### src/rtl/imuldiv_int_muldiv_iterative_param_pkg.sv
// Shared definitions for the iterative multiply/divide unit: function codes,
// FSM state encoding and request-message field layout helpers.
// Pure declarations; no latency and no backpressure of its own.
package imuldiv_int_muldiv_iterative_param_pkg;

  // Function select encodings carried in the request message
  localparam logic [2:0] FN_MUL  = 3'd0;  // signed multiply
  localparam logic [2:0] FN_DIV  = 3'd1;  // signed divide / remainder
  localparam logic [2:0] FN_MULU = 3'd2;  // unsigned multiply
  localparam logic [2:0] FN_DIVU = 3'd4;  // unsigned divide / remainder

  // Control FSM states
  typedef enum logic [1:0] {
    ST_IDLE = 2'd0,
    ST_CALC = 2'd1,
    ST_SIGN = 2'd2,
    ST_DONE = 2'd3
  } state_t;

  // Request message is {fn, a, b}: 3 + 2W bits, b in the low W bits
  localparam int REQ_FN_W  = 3;
  localparam int REQ_B_LSB = 0;

  function automatic int req_msg_w(input int w);
    return REQ_FN_W + 2 * w;
  endfunction

  function automatic int req_fn_lsb(input int w);
    return 2 * w;
  endfunction

  function automatic int req_a_lsb(input int w);
    return w;
  endfunction

  // Signed functions take operand magnitudes and need a sign fixup at the end
  function automatic logic fn_is_signed(input logic [2:0] fn);
    return (fn == FN_MUL) || (fn == FN_DIV);
  endfunction

  function automatic logic fn_is_mul(input logic [2:0] fn);
    return (fn == FN_MUL) || (fn == FN_MULU);
  endfunction

  function automatic logic fn_is_div(input logic [2:0] fn);
    return (fn == FN_DIV) || (fn == FN_DIVU);
  endfunction

endpackage

### src/rtl/imuldiv_int_muldiv_iterative_param_if.sv
// Request/response bundle between a requester and the mul/div unit.
// No storage; latency is defined by the unit on the slave side.
// Both directions use val/rdy; a beat moves when val && rdy on a rising edge.
interface imuldiv_int_muldiv_iterative_param_if #(
  parameter int W = 32
);

  logic [2:0]     muldivreq_msg_fn;
  logic [W-1:0]   muldivreq_msg_a;
  logic [W-1:0]   muldivreq_msg_b;
  logic           muldivreq_val;
  logic           muldivreq_rdy;
  logic [2*W-1:0] muldivresp_msg_result;
  logic           muldivresp_val;
  logic           muldivresp_rdy;

  // Requester side: issues operations and consumes results
  modport master (
    output muldivreq_msg_fn,
    output muldivreq_msg_a,
    output muldivreq_msg_b,
    output muldivreq_val,
    input  muldivreq_rdy,
    input  muldivresp_msg_result,
    input  muldivresp_val,
    output muldivresp_rdy
  );

  // Unit side: accepts operations and produces results
  modport slave (
    input  muldivreq_msg_fn,
    input  muldivreq_msg_a,
    input  muldivreq_msg_b,
    input  muldivreq_val,
    output muldivreq_rdy,
    output muldivresp_msg_result,
    output muldivresp_val,
    input  muldivresp_rdy
  );

endinterface

### src/rtl/imuldiv_int_muldiv_iterative_param_divstep.sv
// RADIX_BITS chained restoring-division steps on {remainder, dividend, divisor}.
// Purely combinational, zero cycles.
// No handshake; the caller decides when to register the updated pair.
module imuldiv_divstep_unit #(
  parameter int W          = 32,
  parameter int RADIX_BITS = 1
) (
  input  logic [W:0]   rem_in,
  input  logic [W-1:0] dvd_in,
  input  logic [W-1:0] dvs_in,
  output logic [W:0]   rem_out,
  output logic [W-1:0] dvd_out
);

  logic [W:0]   rem_w;
  logic [W:0]   rem_sh;
  logic [W:0]   dvs_ext;
  logic [W-1:0] dvd_w;

  assign dvs_ext = {1'b0, dvs_in};

  // Each step shifts the next dividend MSB into the remainder, trial-subtracts
  // the divisor and shifts the resulting quotient bit into the dividend LSB.
  // The remainder stays below the divisor between steps, so dropping its top
  // bit on the shift loses nothing; the extra bit holds the shifted value.
  always_comb begin
    rem_w  = rem_in;
    dvd_w  = dvd_in;
    rem_sh = '0;
    for (int i = 0; i < RADIX_BITS; i++) begin
      rem_sh = (rem_w << 1) | {{W{1'b0}}, dvd_w[W-1]};
      dvd_w  = dvd_w << 1;
      if (rem_sh >= dvs_ext) begin
        rem_w    = rem_sh - dvs_ext;
        dvd_w[0] = 1'b1;
      end else begin
        rem_w = rem_sh;
      end
    end
  end

  assign rem_out = rem_w;
  assign dvd_out = dvd_w;

endmodule

### src/rtl/imuldiv_int_muldiv_iterative_param.sv
// Iterative signed/unsigned multiply and divide/remainder, RADIX_BITS bits per cycle.
// Response valid W/RADIX_BITS+1 cycles after request acceptance; one op in flight.
// Request rdy only in IDLE; result held in DONE until the response is taken.
module imuldiv_int_muldiv_iterative_param
  import imuldiv_int_muldiv_iterative_param_pkg::*;
#(
  parameter int W          = 32,
  parameter int RADIX_BITS = 1
) (
  input logic clk,
  input logic reset,
  imuldiv_int_muldiv_iterative_param_if.slave io
);

  localparam int ITERS = W / RADIX_BITS;
  localparam int CNT_W = $clog2(ITERS + 1);
  localparam int REQ_W = req_msg_w(W);

  state_t state;
  state_t state_nxt;
  logic   req_rdy;
  logic   resp_val;

  // Request message fields
  logic [REQ_W-1:0] req_msg;
  logic [2:0]       req_fn;
  logic [W-1:0]     req_a;
  logic [W-1:0]     req_b;
  logic             req_signed;
  logic [W-1:0]     a_mag;
  logic [W-1:0]     b_mag;

  // Operation state captured at acceptance
  logic [2:0]       fn_q;
  logic             sign_a;
  logic             sign_b;
  logic [CNT_W-1:0] cnt;

  // Multiply datapath: 2W accumulator, left-shifting multiplicand, right-shifting multiplier
  logic [2*W-1:0] acc;
  logic [2*W-1:0] acc_nxt;
  logic [2*W-1:0] mcand;
  logic [W-1:0]   mplier;

  // Divide datapath: W+1 remainder, dividend register that fills with quotient bits
  logic [W:0]     rem;
  logic [W:0]     rem_step;
  logic [W-1:0]   dvd;
  logic [W-1:0]   dvd_step;
  logic [W-1:0]   dvs;

  // Sign-fixed results and the output register
  logic [W-1:0]   rem_mag;
  logic [2*W-1:0] prod_fix;
  logic [W-1:0]   quo_fix;
  logic [W-1:0]   rem_fix;
  logic [2*W-1:0] result_nxt;
  logic [2*W-1:0] result_q;

  assign req_msg    = {io.muldivreq_msg_fn, io.muldivreq_msg_a, io.muldivreq_msg_b};
  assign req_fn     = req_msg[req_fn_lsb(W) +: REQ_FN_W];
  assign req_a      = req_msg[req_a_lsb(W) +: W];
  assign req_b      = req_msg[REQ_B_LSB +: W];
  assign req_signed = fn_is_signed(req_fn);

  // The most negative value has no positive twin, but its W-bit pattern read
  // as unsigned is exactly its magnitude, so plain negation is sufficient.
  assign a_mag = (req_signed && req_a[W-1]) ? -req_a : req_a;
  assign b_mag = (req_signed && req_b[W-1]) ? -req_b : req_b;

  // State register
  always_ff @(posedge clk) begin
    if (reset) begin
      state <= ST_IDLE;
    end else begin
      state <= state_nxt;
    end
  end

  // Next-state and handshake outputs
  always_comb begin
    state_nxt = state;
    req_rdy   = 1'b0;
    resp_val  = 1'b0;
    case (state)
      ST_IDLE: begin
        req_rdy = 1'b1;
        if (io.muldivreq_val) begin
          state_nxt = ST_CALC;
        end
      end
      ST_CALC: begin
        if (cnt == CNT_W'(1)) begin
          state_nxt = ST_SIGN;
        end
      end
      ST_SIGN: begin
        state_nxt = ST_DONE;
      end
      ST_DONE: begin
        resp_val = 1'b1;
        if (io.muldivresp_rdy) begin
          state_nxt = ST_IDLE;
        end
      end
      default: begin
        state_nxt = ST_IDLE;
      end
    endcase
  end

  // One radix step of shift-add multiplication over the 2W accumulator
  always_comb begin
    acc_nxt = acc;
    for (int i = 0; i < RADIX_BITS; i++) begin
      if (mplier[i]) begin
        acc_nxt = acc_nxt + (mcand << i);
      end
    end
  end

  imuldiv_divstep_unit #(
    .W          (W),
    .RADIX_BITS (RADIX_BITS)
  ) u_divstep (
    .rem_in  (rem),
    .dvd_in  (dvd),
    .dvs_in  (dvs),
    .rem_out (rem_step),
    .dvd_out (dvd_step)
  );

  // Final remainder is below the divisor (or equals |A| on divide by zero)
  assign rem_mag = W'(rem);

  // Sign fixup and result selection, registered in SIGN. For a zero divisor
  // the quotient is forced to all ones; the remainder path already yields A,
  // because |A| re-negated by sign_a restores the original operand.
  always_comb begin
    prod_fix   = acc;
    quo_fix    = dvd;
    rem_fix    = rem_mag;
    result_nxt = '0;
    if ((fn_q == FN_MUL) && (sign_a ^ sign_b)) begin
      prod_fix = -acc;
    end
    if (fn_q == FN_DIV) begin
      if (sign_a ^ sign_b) begin
        quo_fix = -dvd;
      end
      if (sign_a) begin
        rem_fix = -rem_mag;
      end
    end
    if (dvs == '0) begin
      quo_fix = '1;
    end
    if (fn_is_mul(fn_q)) begin
      result_nxt = prod_fix;
    end else if (fn_is_div(fn_q)) begin
      result_nxt = {rem_fix, quo_fix};
    end
  end

  // Operand capture, iteration and result register
  always_ff @(posedge clk) begin
    if (reset) begin
      fn_q     <= '0;
      sign_a   <= 1'b0;
      sign_b   <= 1'b0;
      cnt      <= '0;
      acc      <= '0;
      mcand    <= '0;
      mplier   <= '0;
      rem      <= '0;
      dvd      <= '0;
      dvs      <= '0;
      result_q <= '0;
    end else begin
      case (state)
        ST_IDLE: begin
          if (io.muldivreq_val) begin
            fn_q   <= req_fn;
            sign_a <= req_signed & req_a[W-1];
            sign_b <= req_signed & req_b[W-1];
            cnt    <= CNT_W'(ITERS);
            acc    <= '0;
            mcand  <= {{W{1'b0}}, a_mag};
            mplier <= b_mag;
            rem    <= '0;
            dvd    <= a_mag;
            dvs    <= b_mag;
          end
        end
        ST_CALC: begin
          // Both datapaths advance; the result mux picks the one fn_q needs
          acc    <= acc_nxt;
          mcand  <= mcand << RADIX_BITS;
          mplier <= mplier >> RADIX_BITS;
          rem    <= rem_step;
          dvd    <= dvd_step;
          cnt    <= cnt - CNT_W'(1);
        end
        ST_SIGN: begin
          result_q <= result_nxt;
        end
        default: begin
        end
      endcase
    end
  end

  assign io.muldivreq_rdy         = req_rdy;
  assign io.muldivresp_val        = resp_val;
  assign io.muldivresp_msg_result = result_q;

endmodule

### src/flat_wrapper.sv
// flat-port wrapper written by rule: the top's interface ports become plain ports
module imuldiv_int_muldiv_iterative_param_flat import imuldiv_int_muldiv_iterative_param_pkg::*;
#(
  parameter int W          = 32,
  parameter int RADIX_BITS = 1
)
  (clk, reset, io_muldivreq_msg_fn, io_muldivreq_msg_a, io_muldivreq_msg_b, io_muldivreq_val, io_muldivreq_rdy, io_muldivresp_msg_result, io_muldivresp_val, io_muldivresp_rdy);
  imuldiv_int_muldiv_iterative_param_if #(.W(W)) io_i ();
  input logic clk;
  input logic reset;
  input wire logic [$bits(io_i.muldivreq_msg_fn)-1:0] io_muldivreq_msg_fn;
  input wire logic [$bits(io_i.muldivreq_msg_a)-1:0] io_muldivreq_msg_a;
  input wire logic [$bits(io_i.muldivreq_msg_b)-1:0] io_muldivreq_msg_b;
  input wire logic [$bits(io_i.muldivreq_val)-1:0] io_muldivreq_val;
  output wire logic [$bits(io_i.muldivreq_rdy)-1:0] io_muldivreq_rdy;
  output wire logic [$bits(io_i.muldivresp_msg_result)-1:0] io_muldivresp_msg_result;
  output wire logic [$bits(io_i.muldivresp_val)-1:0] io_muldivresp_val;
  input wire logic [$bits(io_i.muldivresp_rdy)-1:0] io_muldivresp_rdy;
  assign io_i.muldivreq_msg_fn = io_muldivreq_msg_fn;
  assign io_i.muldivreq_msg_a = io_muldivreq_msg_a;
  assign io_i.muldivreq_msg_b = io_muldivreq_msg_b;
  assign io_i.muldivreq_val = io_muldivreq_val;
  assign io_muldivreq_rdy = io_i.muldivreq_rdy;
  assign io_muldivresp_msg_result = io_i.muldivresp_msg_result;
  assign io_muldivresp_val = io_i.muldivresp_val;
  assign io_i.muldivresp_rdy = io_muldivresp_rdy;
  imuldiv_int_muldiv_iterative_param #(.W(W), .RADIX_BITS(RADIX_BITS)) u_core (.clk(clk), .reset(reset), .io(io_i));
endmodule
### config.mk
export PLATFORM = sky130hd
export DESIGN_NAME = imuldiv_int_muldiv_iterative_param_flat
export DESIGN_NICKNAME = d
export VERILOG_FILES = /design/src/rtl/imuldiv_int_muldiv_iterative_param_pkg.sv /design/src/rtl/imuldiv_int_muldiv_iterative_param_if.sv /design/src/rtl/imuldiv_int_muldiv_iterative_param_divstep.sv /design/src/rtl/imuldiv_int_muldiv_iterative_param.sv /design/src/flat_wrapper.sv
export SDC_FILE = /design/constraint.sdc
export NUM_CORES = 1
export LEC_CHECK = 0
export ABC_CLOCK_PERIOD_IN_PS = 2900
export CAP_MARGIN = 40
export CORE_ASPECT_RATIO = 1.4
export CORE_MARGIN = 2
export CORE_UTILIZATION = 50
export CTS_CLUSTER_DIAMETER = 30
export DETAILED_ROUTE_END_ITERATION = 12
export GPL_TIMING_DRIVEN = 0
export PLACE_DENSITY = 0.76
export SLEW_MARGIN = 20
export SYNTH_ARGS = -nofsm -noshare
export SYNTH_HDL_FRONTEND = slang
export SYNTH_SLANG_ARGS = --single-unit
export TNS_END_PERCENT = 10
### constraint.sdc
create_clock -name clk -period 2.9 [get_ports clk]
set_input_delay 0.58 -clock clk [delete_from_list [all_inputs] [get_ports clk]]
set_output_delay 0.58 -clock clk [all_outputs]
set_load 0.1 [all_outputs]
==> impl_metrics.json, run 1 <==
{
  "status": "finished, violations left",
  "violations": "setup timing",
  "ys_types": 76,
  "dr.pass1.iters": 6,
  "clk_latency_ps": 600,
  "fin_crit_ps": 3140,
  "path_clk_slew_ps": 50,
  "ir_drop_uv": 979,
  "tightest_slew_ps": 949,
  "slew_headroom": 0.361,
  "cts_buffers": 71,
  "cts_root_buffer": "clkbuf_16",
  "max_cap_violations": 0,
  "multi_input_area_um2": 15400,
  "drc": 0,
  "syn-num-nets": 3001,
  "pin_count": 137,
  "coreArea_um2": 43000,
  "synth_area_um2": 21700,
  "clockBufferDepth": 3,
  "critPathLaunchType": "register",
  "dpl-instance-area_um2": 24800,
  "power.leakage_nw": 11.0,
  "grt_pass1_vias": 23073,
  "cp.arrival_ps": 3610,
  "drt-total-wl_mm": 83.5,
  "cts.sinks": 333,
  "yosys.area.top_type": "dfxtp_1",
  "dp_slack_ps": -937,
  "cts_tree": "yes",
  "start_util": 0.505,
  "hpwl_mm": 62.9,
  "required_ps": 3370,
  "critPathKind": "register to register",
  "area_growth_pct": 33.8,
  "grtUsageTotal": 0.353,
  "reg2reg_slack_ps": -240,
  "antenna_found_initial": 0,
  "die_h_um": 251,
  "setup_viol": 45,
  "critical_path.max_stage_delay_ps": 380,
  "ant_nets": 0,
  "vias": 23661,
  "finalCritPeriodShare": 1.08,
  "synthTopCellsByArea": "dfxtp_1 (31%), a21oi_1 (7.3%), ha_1 (6.1%)",
  "slowest_stage": "dfxtp_4",
  "first_iter_violations": 1951,
  "synth_ff_type": "dfxtp_1",
  "setup_tns_ps": -2810,
  "drive_gt1_frac": 0.166,
  "cp_cell_sequence": "inv_4 > ha_4 > inv_2 > fa_2 > a21o_1 > a21o_1 > a21oi_2 > o211ai_1 > a211oi_2 > o21ai_2 > a221o_1 > a21oi_2 > xor2_1 > o21ai_1",
  "io_buffers": 135,
  "fmax_ghz": 0.319,
  "ff_latch_area_um2": 6750,
  "hold_path_class": "primary input to register",
  "synth_seq_cells": 333,
  "drv_slew": 0,
  "syn-mean-instance-area_um2": 7.70,
  "row_count": 90,
  "hold_viol_final": 0,
  "h-tree-depth": 3,
  "setup_slack_ps": -239,
  "grt_overflow": 0,
  "synthArstFlopShare": 0,
  "synth-edff-count": 0,
  "grt_pass1_wl_mm": 127,
  "power_w": 0.0273,
  "netlist.area_leader.share": 0.307,
  "postSynthCellCount": 2822,
  "power_density_nw_per_um2": 939,
  "die_area_um2": 45200,
  "synth_warnings": 0,
  "end_kind": "register",
  "nFillCells": 3544,
  "die_w_um": 180,
  "route.detailed.wl_per_inst_um": 22.3,
  "routed_via_density": 6.33,
  "yosysSeqAreaShare": 0.307,
  "cp_max_fo": 4,
  "finalInstanceArea_um2": 29100,
  "antennaDiodeCount": 0,
  "grt_max_degree": 13,
  "rsz0062_at_grt": "true",
  "nNetsFinal": 3316,
  "gp_congestion": 1.00,
  "hold_ws_ps": 415,
  "final.setup_skew_ps": 33.3
}
Yosys cell counts, drive strengths merged, types with 13 or more instances:
| library cell | number |
|---|---|
| a211oi | 62 |
| a21o | 56 |
| a21oi | 317 |
| a22o | 28 |
| a22oi | 127 |
| a31oi | 21 |
| and2 | 22 |
| and3 | 15 |
| buf | 19 |
| clkbuf | 155 |
| dfxtp | 333 |
| ha | 106 |
| inv | 84 |
| nand2 | 249 |
| nand2b | 20 |
| nand3 | 35 |
| nand4 | 27 |
| nor2 | 309 |
| nor2b | 19 |
| nor3 | 60 |
| nor4 | 32 |
| o21a | 17 |
| o21ai | 196 |
| o21bai | 17 |
| o221ai | 26 |
| o22ai | 24 |
| o31ai | 39 |
| o41ai | 13 |
| or3 | 18 |
| or4 | 14 |
| xnor2 | 147 |
| xor2 | 113 |
where the power goes:
| part | total, W | internal (W) | switching, W | leakage [nW] |
|---|---|---|---|---|
| Sequential | 0.00665 | 0.00554 | 0.00110 | 2.73 |
| Clock | 0.00810 | 0.00536 | 0.00274 | 1.14 |
| Combinational | 0.0126 | 0.00435 | 0.00821 | 7.17 |
| Total | 0.0273 | 0.0153 | 0.0121 | 11.0 |
per-stage QoR:
step                      std cells  utilization
after floorplan                2822            -
after global placement         3509        0.553
after detailed placement       3579        0.577
after CTS                      3722        0.657
after global routing           3739        0.676
final                          3739        0.676
sequential cells by signal (all words and copies together), names as in the netlist:
name / cells
u_core.acc: 64
u_core.io.muldivresp_msg_result: 64
u_core.mcand: 64
u_core.dvd: 32
u_core.dvs: 32
u_core.mplier: 32
u_core.rem: 32
u_core.cnt: 6
u_core.fn_q: 3
u_core.state: 2
u_core.sign_a: 1
u_core.sign_b: 1
cells in the final DEF (no fill, tap or decap), types with 16 or more instances in the layout:
cell type        count
a21oi_1            300
nor2_1             298
dfxtp_1            292
nand2_1            244
xnor2_1            141
clkbuf_1           133
clkdlybuf4s50_1    133
o21ai_0            132
a22oi_1            126
xor2_1             104
inv_1               80
clkbuf_16           72
ha_1                68
buf_8               67
a211oi_1            56
a21o_1              56
nor3_1              50
o21ai_1             49
buf_4               47
nand3_1             31
a22o_1              28
dfxtp_2             27
nand4_1             26
o31ai_1             26
o22ai_1             24
nor4_1              20
ha_2                20
nand2b_1            18
ha_4                18
and2_1              17
nor2b_1             17
o21a_1              16
cells by family (layout without fill, tap and decap cells):
family / after synthesis / count (layout) / share of synthesized area
AOI/OAI and AO/OA: 1008 / 1008 / 0.295
and+or+nand+nor: 844 / 844 / 0.179
DFF: 333 / 333 / 0.307
xor gates and xnor gates: 260 / 260 / 0.105
buffers and inverters: 258 / 623 / 0.0458
adders and majority gates: 108 / 108 / 0.0629
muxes: 11 / 11 / 0.00507
metal layers:
metal,track usage,routed length (um),vias up
met1,0.394,30900,11278
li1,-,-,10932
met5,0,0,-
met3,0.0513,5520,336
met4,0.278,7080,0
met2,0.600,39900,1115
worst max-delay path: cells and delay by family (launching register included):
kind	cells	cell delay, ps
AOI/OAI and AO/OA	9	1860
xor gates and xnor gates	1	180
adders and majority gates	2	480
buffers and inverters	2	110
DFF	1	380
final timing paths:
kind,from,to,cells past startpoint
setup / recovery,u_core.dvd[31]$_SDFFE_PP0P_,u_core.rem[30]$_SDFFE_PP0P_,14
setup reg to reg,u_core.dvd[31]$_SDFFE_PP0P_,u_core.rem[30]$_SDFFE_PP0P_,14
hold / removal,io_muldivreq_msg_b[0],u_core.dvs[0]$_SDFFE_PP0P_,3
hold reg to reg,u_core.mplier[23]$_SDFFE_PP0P_,u_core.mplier[23]$_SDFFE_PP0P_,2
cell type report:
cell class                      instances  share of cell area
Clock buffer                           84              0.0649
Tap cell                              552              0.0238
Buffer                                158              0.0242
Sequential cell                       333               0.232
Inverter                               84              0.0109
Multi-Input combinational cell       2231               0.530
Timing Repair Buffer                  258              0.0978
Clock inverter                         39              0.0166
timing repair:
item | in CTS | in global routing
buffers inserted | 32 | 18
cloned | 1 | 0
endpoints found under the setup margin | 162 | 175
hold buffers | 0 | 0
pin swaps | 45 | 47
gates resized for setup | 227 | 174
Power figures use the tool's default switching activity.
==> run 2: changes to the inputs <==
--- a/config.mk
+++ b/config.mk
@@ -6,7 +6,7 @@
 export NUM_CORES = 1
 export LEC_CHECK = 0
 export ABC_CLOCK_PERIOD_IN_PS = 2900
-export CAP_MARGIN = 40
+export CAP_MARGIN = 10
 export CORE_ASPECT_RATIO = 1.4
 export CORE_MARGIN = 2
 export CORE_UTILIZATION = 50
@@ -14,6 +14,7 @@
 export DETAILED_ROUTE_END_ITERATION = 12
 export GPL_TIMING_DRIVEN = 0
 export PLACE_DENSITY = 0.76
+export REMOVE_ABC_BUFFERS = 1
 export SLEW_MARGIN = 20
 export SYNTH_ARGS = -nofsm -noshare
 export SYNTH_HDL_FRONTEND = slang
==> run 2 against run 1 <==
Worst setup slack better by 100 ps. Clock skew down 9.0 ps. The flow still finishes with violations (setup timing). Hold slack better by 8.1 ps. Largest cell class unchanged. Power down 6.1%. Highest routed layer unchanged.
==> impl_metrics.json, run 2 (same netlist as run 1, synthesis figures left out) <==
{
  "violations": "setup timing",
  "final_cell_mix": "a21oi_1 (302), nor2_1 (293), dfxtp_1 (288)",
  "h-tree-depth": 3,
  "max_cap_violations": 0,
  "finalCritPeriodShare": 1.05,
  "cts_tree": "yes",
  "finish.utilization": 0.641,
  "grt_pass1_vias": 21107,
  "fmax_ghz": 0.329,
  "r2r-start": "u_core.mcand[0]$_SDFFE_PP0P_",
  "fin_crit_ps": 3040,
  "start_util": 0.505,
  "antennaDiodeCount": 0,
  "grt_max_degree": 96,
  "cts.sinks": 333,
  "pin_count": 137,
  "power.leakage_nw": 10.4,
  "status": "finished, violations left",
  "required_ps": 3380,
  "use_met3": 0.0356,
  "setup_viol": 35,
  "ir_drop_uv": 1280,
  "route.detailed.wl_per_inst_um": 19.7,
  "dp_slack_ps": -1080,
  "grt_overflow": 0,
  "grtUsageTotal": 0.294,
  "cts_buffers": 69,
  "hpwl_mm": 47.7,
  "first_iter_violations": 1692,
  "reg2reg_slack_ps": -140,
  "die_area_um2": 45200,
  "nNetsFinal": 3107,
  "path_clk_slew_ps": 60,
  "coreArea_um2": 43000,
  "end_kind": "register",
  "area_growth_pct": 26.9,
  "met1_usage": 0.350,
  "r2r_cells": 14,
  "nFillCells": 3591,
  "die_w_um": 180,
  "cp_max_fo": 3,
  "ff_latch_area_um2": 6760,
  "antenna_found_initial": 0,
  "routed_via_density": 6.22,
  "critPathLaunchType": "register",
  "gp_congestion": 0.908,
  "rsz0062_at_grt": "true",
  "critPathKind": "register to register",
  "crit_end": "u_core.acc[54]$_SDFFE_PP0P_",
  "setup_tns_ps": -1600,
  "hold_viol_final": 0,
  "row_count": 90,
  "clockBufferDepth": 3,
  "setup_slack_ps": -137,
  "grt_pass1_wl_mm": 109,
  "finalInstanceArea_um2": 27600,
  "reg2reg_to": "u_core.acc[54]$_SDFFE_PP0P_",
  "cp-startpoint": "u_core.mcand[0]$_SDFFE_PP0P_",
  "drv_slew": 0,
  "hold_path_class": "primary input to register",
  "final.setup_skew_ps": 24.3,
  "hold_path.startpoint": "reset",
  "met2_usage": 0.511,
  "power_density_nw_per_um2": 930,
  "layout_commonest_cell": "a21oi_1",
  "io_buffers": 136,
  "dpl-instance-area_um2": 23600,
  "slew_headroom": 0.241,
  "top_usage_layer": "met2",
  "die_h_um": 251,
  "drc": 0,
  "drive_gt1_frac": 0.145,
  "cp.arrival_ps": 3520,
  "vias": 21989,
  "ant_nets": 0,
  "multi_input_area_um2": 15200,
  "cts_root_buffer": "clkbuf_16",
  "clk_latency_ps": 590,
  "tightest_slew_ps": 1140,
  "dr.pass1.iters": 6,
  "drt-total-wl_mm": 69.5
}
==> run 2: area by class of cell <==
type                    instances  area share
repair buffers                205      0.0784
clock buffers                  83      0.0683
clock inverters                43      0.0195
inverters                      84      0.0116
repair inverters                1    0.000182
multi-input cells            2234       0.552
flip-flops and latches        333       0.245
well taps                     552      0.0251
==> run 2: repair_timing <==
item / 4_1_cts / 5_1_grt
endpoints found under the setup margin: 197 / 143
hold buffers: 0 / 0
buffers inserted: 40 / 11
gates cloned: 4 / 0
pin swaps: 58 / 30
resized for setup: 187 / 110
==> run 2: worst max-delay path, cell delays in order (launching register included) <==
cell and delay [ps]:
dfxtp_4 360, ha_4 140, inv_2 50, fa_2 410
nor2b_4 160, o21bai_1 100, a31oi_2 290, a32o_2 320
o31ai_4 110, o211ai_1 170, buf_4 180, nand2_2 90
o31ai_2 240, xor2_1 100, a22o_1 200
==> run 2: metrics by stage <==
| stage | cells | hold WS [ps] | power, W |
|---|---|---|---|
| after global routing | 3535 | 459 | 0.0267 |
| after detailed placement | 3354 | 445 | 0.0166 |
| after global placement | 3336 | 439 | 0.0159 |
| final | 3535 | 423 | 0.0256 |
| after CTS | 3524 | 431 | 0.0254 |
| after floorplan | 2648 | 425 | 0.0134 |
==> run 2: worst min path at each step <==
stage                     slack, ps                              to  depth (start not counted)
after global routing            460  u_core.mplier[27]$_SDFFE_PP0P_                          2
after CTS                       430  u_core.mplier[28]$_SDFFE_PP0P_                          2
after global placement          440  u_core.mplier[12]$_SDFFE_PP0P_                          2
after detailed placement        450  u_core.mplier[16]$_SDFFE_PP0P_                          2
after floorplan                 430  u_core.mplier[30]$_SDFFE_PP0P_                          2
final                           420  u_core.mplier[27]$_SDFFE_PP0P_                          2
==> run 2: power by group <==
group          internal, W  switching (W)
sequential         0.00553       0.000863
combinational      0.00344        0.00761
clock              0.00540        0.00279
==> run 2: routing by layer <==
metal  vias up  part of all wire
li1      10523                 -
met1     10421              0.40
met2       828              0.49
met3       217             0.057
met4         0             0.048
met5         -                 0
